### src/rtl/loadable_down_timer.sv
// Loadable down-counting timer with a one-cycle expire pulse and optional auto-reload.
// Two-state FSM (IDLE/RUN); count, reload value and expire pulse are all registered.
module loadable_down_timer #(
  parameter int unsigned WIDTH = 4
) (
  input  logic             clk,
  input  logic             reset,
  input  logic             load_i,
  input  logic [WIDTH-1:0] load_val_i,
  input  logic             start_i,
  input  logic             pause_i,
  input  logic             reload_en_i,
  output logic [WIDTH-1:0] count_o,
  output logic             busy_o,
  output logic             expire_o
);

  typedef enum logic {IDLE, RUN} state_t;

  state_t           state_q, state_d;
  logic [WIDTH-1:0] count_q, count_d;
  logic [WIDTH-1:0] reload_q, reload_d;
  logic             expire_q, expire_d;

  always_ff @(posedge clk) begin
    if (reset) begin
      state_q  <= IDLE;
      count_q  <= '0;
      reload_q <= '0;
      expire_q <= 1'b0;
    end else begin
      state_q  <= state_d;
      count_q  <= count_d;
      reload_q <= reload_d;
      expire_q <= expire_d;
    end
  end

  always_comb begin
    state_d  = state_q;
    count_d  = count_q;
    reload_d = reload_q;
    expire_d = 1'b0;
    if (load_i) begin
      count_d  = load_val_i;
      reload_d = load_val_i;
      state_d  = IDLE;
    end else begin
      unique case (state_q)
        IDLE: begin
          if (start_i && (count_q != '0)) state_d = RUN;
        end
        RUN: begin
          if (!pause_i) begin
            if (count_q > WIDTH'(1)) begin
              count_d = count_q - WIDTH'(1);
            end else begin
              // Expiry edge: reload keeps running so count_o never shows 0.
              expire_d = 1'b1;
              if (reload_en_i) begin
                count_d = reload_q;
              end else begin
                count_d = '0;
                state_d = IDLE;
              end
            end
          end
        end
        default: state_d = IDLE;
      endcase
    end
  end

  assign count_o  = count_q;
  assign busy_o   = (state_q == RUN);
  assign expire_o = expire_q;

endmodule

### config.mk
export PLATFORM = sky130hd
export DESIGN_NAME = loadable_down_timer
export DESIGN_NICKNAME = d
export VERILOG_FILES = /design/src/rtl/loadable_down_timer.sv
export SDC_FILE = /design/constraint.sdc
export NUM_CORES = 1
export LEC_CHECK = 0
export ABC_AREA = 1
export BUFFER_PORTS_ARGS = -buffer_cell sky130_fd_sc_hd__buf_2
export CORE_AREA = 3 3 47 49
export CTS_CLUSTER_DIAMETER = 80
export DETAILED_ROUTE_END_ITERATION = 12
export DIE_AREA = 0 0 50 52
export PLACE_DENSITY = 0.61
export SYNTH_ARGS = -nofsm -noshare
export SYNTH_HDL_FRONTEND = slang
export SYNTH_SLANG_ARGS = --single-unit
### constraint.sdc
create_clock -name clk -period 2.08 [get_ports clk]
set_input_delay 0.312 -clock clk [delete_from_list [all_inputs] [get_ports clk]]
set_output_delay 0.312 -clock clk [all_outputs]
set_load 0.05 [all_outputs]
==> impl_metrics.csv <==
group,metric,value,unit
floorplanning,start_util,28.9,%
floorplanning,io_pins,16,
cts,cts_setup_buffers,0,
synthesis,synth_fa_ha_area_share,6.82,%
timing,max_clock_freq,738,MHz
routing,vias,554,
routing,drc,0,
synthesis,netlist_instances,80,
timing,rsz0062_at_grt,"no",
pwr,seq_power_share,40.5,%
floorplanning,coreArea,1900,um2
setup_path,timing.rr.end,"count_o[0]",
synthesis,ys_ff_latch,10,
placement,dpl_cell_area,659,um2
pwr,p_per_area,770,nW/um2
setup_path,crit_buf_inv,1,
pwr,p_switching,176,uW
hold_path,whs_endpoint,"count_o[1]",
timing,finalSetupTns,0,ns
synthesis,yosys.area_share.simple,33.6,%
routing,wl_met1,620,um
synthesis,ys_types,16,
hold_path,holdPathStages,2,
timing,drv_slew,0,
timing,period_needed,1.35,ns
global_route,grt_pass1_vias,522,
synthesis,synth_compound_area_share,13.6,%
setup_path,startpoint_type,"flip-flop",
cts,clkLatencyLatePin,0.26,ns
cts,cts_buffers,3,
global_route,antenna_found_initial,0,
setup_path,path_delay_family,"flip-flops",
final_layout,fillers,206,
synthesis,synth_seq_area_share,36.4,%
pwr,intPower,359,uW
timing,fin_crit_sh,65.1,%
synthesis,ys_warn_count,0,
synthesis,synth_top_family_by_area,"simple AND/OR/NAND/NOR gates",
final_layout,diodes,0,
synthesis,yosysTopAreaCell,"dfxtp_1",
pwr,p_clk_share,32.3,%
job,cap_violations,0,
setup_path,worstPathArrival,1.04,ns
pwr,ir_drop,0.273,mV
setup_path,path_cells,"buf_2",
pwr,leakagePower,0.338,nW
global_route,grt_pass1_wl,2120,um
final_layout,fin_area,696,um2
final_layout,num-nets-final,113,
hold_path,hp-start,"reset",
setup_path,reg2reg_depth,8,
floorplanning,chipHeight,52,um
setup_path,path_class,"flip-flop to output port",
cts,root_buffer,"clkbuf_4",
setup_path,slowest_stage,"dfxtp_1",
cts,cts_tree,"built",
outcome,status,"finished, final reports clean",
timing,holdWs,0.304,ns
floorplanning,row_count,16,
timing,worst_slew_pin_slew,0.255,ns
setup_path,rrSetupSlack,0.75,ns
floorplanning,die_area,2600,um2
pwr,switching_share,33.0,%
global_route,grt-ovfl-total,0,
synthesis,synth_mux_area_share,0,%
final_layout,syn_to_final_growth,26.4,%
cts,ctsHoldBuffers,0,
routing,drt_iter0_drc,6,
placement,place_congestion,0.858,
final_layout,drive_above_1_share,23.2,%
synthesis,synth.area.top_cells,"dfxtp_1 (36%), nand2_1 (15%), a21oi_1 (10%)",
routing,drtAntennaViolNets,0,
setup_path,reg2reg_from,"count_o[0]",
setup_path,slowest_delay,0.46,ns
global_route,grt_use_total,10.9,%
global_route,grt_max_degree,11,
cts,htreeDepth,1,
cts,clock-sinks,10,
timing,fin_skew,0.00216,ns
placement,port_buffers,15,
routing,viasPerCell,4.40,
routing,wl_per_cell,9.91,um
timing,relSlewSlack,83.0,%
cts,clk_pin_slew,0.07,ns
synthesis,synthXorXnorAreaFrac,1.59,%
synthesis,avgSynthCellArea,6.88,um2
floorplanning,dieWidth,50,um
timing,hold_viol,0,
setup_path,end_kind,"output port",
cts,cts_max_path_buffers,2,
routing,wirelength,1250,um
routing,met3_wirelength,37,um
cts,ctsResizeCount,0,
synthesis,syn-num-nets,93,
routing,dr.pass1.iters,2,
synthesis,yosysTopAreaCellShare,36.4,%
routing,routed-wl-met2,568,um
placement,dp_hpwl,1000,um
routing,topRoutingLayerUsed,"met4",
hold_path,hold_path.class,"input pin to flip-flop",
setup_path,required,1.77,ns
timing,report.final.setup_viol,0,
synthesis,synth_area,551,um2
setup_path,path_max_fanout,5,
pwr,combPwrFrac,27.2,%
layout make-up:
type,count,area [um2],area share [%]
Clock buffer,4,36.3,5.22
Timing Repair Buffer,15,75.1,10.8
Tap cell,27,33.8,4.86
Inverter,11,43.8,6.29
Sequential cell,10,200,28.8
Multi-Input combinational cell,59,307,44.1
power groups by stage:
stage	Combinational, mW	Sequential (mW)	Clock, mW
after floorplan	0.0793	0.249	0
after global placement	0.146	0.221	0
after detailed placement	0.146	0.222	0
after CTS	0.147	0.217	0.183
after global routing	0.164	0.220	0.194
final	0.146	0.217	0.173
per-stage QoR:
stage               power, mW  worst slack, ns  instances  util, %
floorplan               0.329            0.428         80        -
global placement        0.368            0.780        122     34.7
detailed placement      0.368            0.750        122     34.7
CTS                     0.547            0.695        126     36.6
global route            0.578            0.551        126     36.6
finish                  0.535            0.725        126     36.6
cells by family after synthesis:
| kind of cell | count (synthesis) |
|---|---|
| buffers and inverters | 11 |
| xor gates and xnor gates | 1 |
| AOI/OAI and AO/OA | 15 |
| and+or+nand+nor | 40 |
| adders and majority gates | 3 |
| DFF | 10 |
registers in the layout, indices dropped and copies added, names as in the netlist:
name      cells
expire_o      1
busy_o        1
count_o       4
reload_q      4
worst max-delay path by stage:
stage	startpoint	to	slack, ns	cells past startpoint
2_1_floorplan	count_o[0]	count_o[0]	0.43	8
5_1_grt	count_o[0]	count_o[0]	0.55	8
3_3_place_gp	count_o[0]	count_o[2]	0.78	8
6_report	count_o[2]	count_o[2]	0.73	1
3_5_place_dp	count_o[0]	count_o[0]	0.75	8
4_1_cts	count_o[2]	count_o[2]	0.70	1
synth_stat cells, drive strengths merged:
cell and number:
nor2 4, dfxtp 10, ha 3, nand3 7, nand2 24, nand4 2, a21oi 11, o21ai 4
nor3 3, inv 11, xnor2 1
layout by cell type, fill, tap and decap left out:
| cell type | netlist | final |
|---|---|---|
| nor2_1 | 3 | 3 |
| dfxtp_1 | 10 | 10 |
| inv_1 | 10 | 10 |
| ha_1 | 3 | 3 |
| nand4_1 | 2 | 2 |
| nand2_4 | 1 | 1 |
| xnor2_1 | 1 | 1 |
| nand2_1 | 22 | 22 |
| clkbuf_4 | 0 | 3 |
| o21ai_1 | 2 | 2 |
| nor2_4 | 1 | 1 |
| inv_4 | 1 | 1 |
| a21oi_1 | 11 | 11 |
| clkbuf_8 | 0 | 1 |
| nand2_2 | 1 | 1 |
| nor3_1 | 3 | 3 |
| buf_2 | 0 | 15 |
| nand3_1 | 7 | 7 |
| o21ai_0 | 2 | 2 |
layer usage:
layer  vias to the layer above  GRT usage (%)
met5                         -              0
met3                         2           2.87
met1                       241           12.0
met2                        12           17.8
li1                        299              -
met4                         0           8.29
Note: power is estimated with default switching activity, not from simulation.
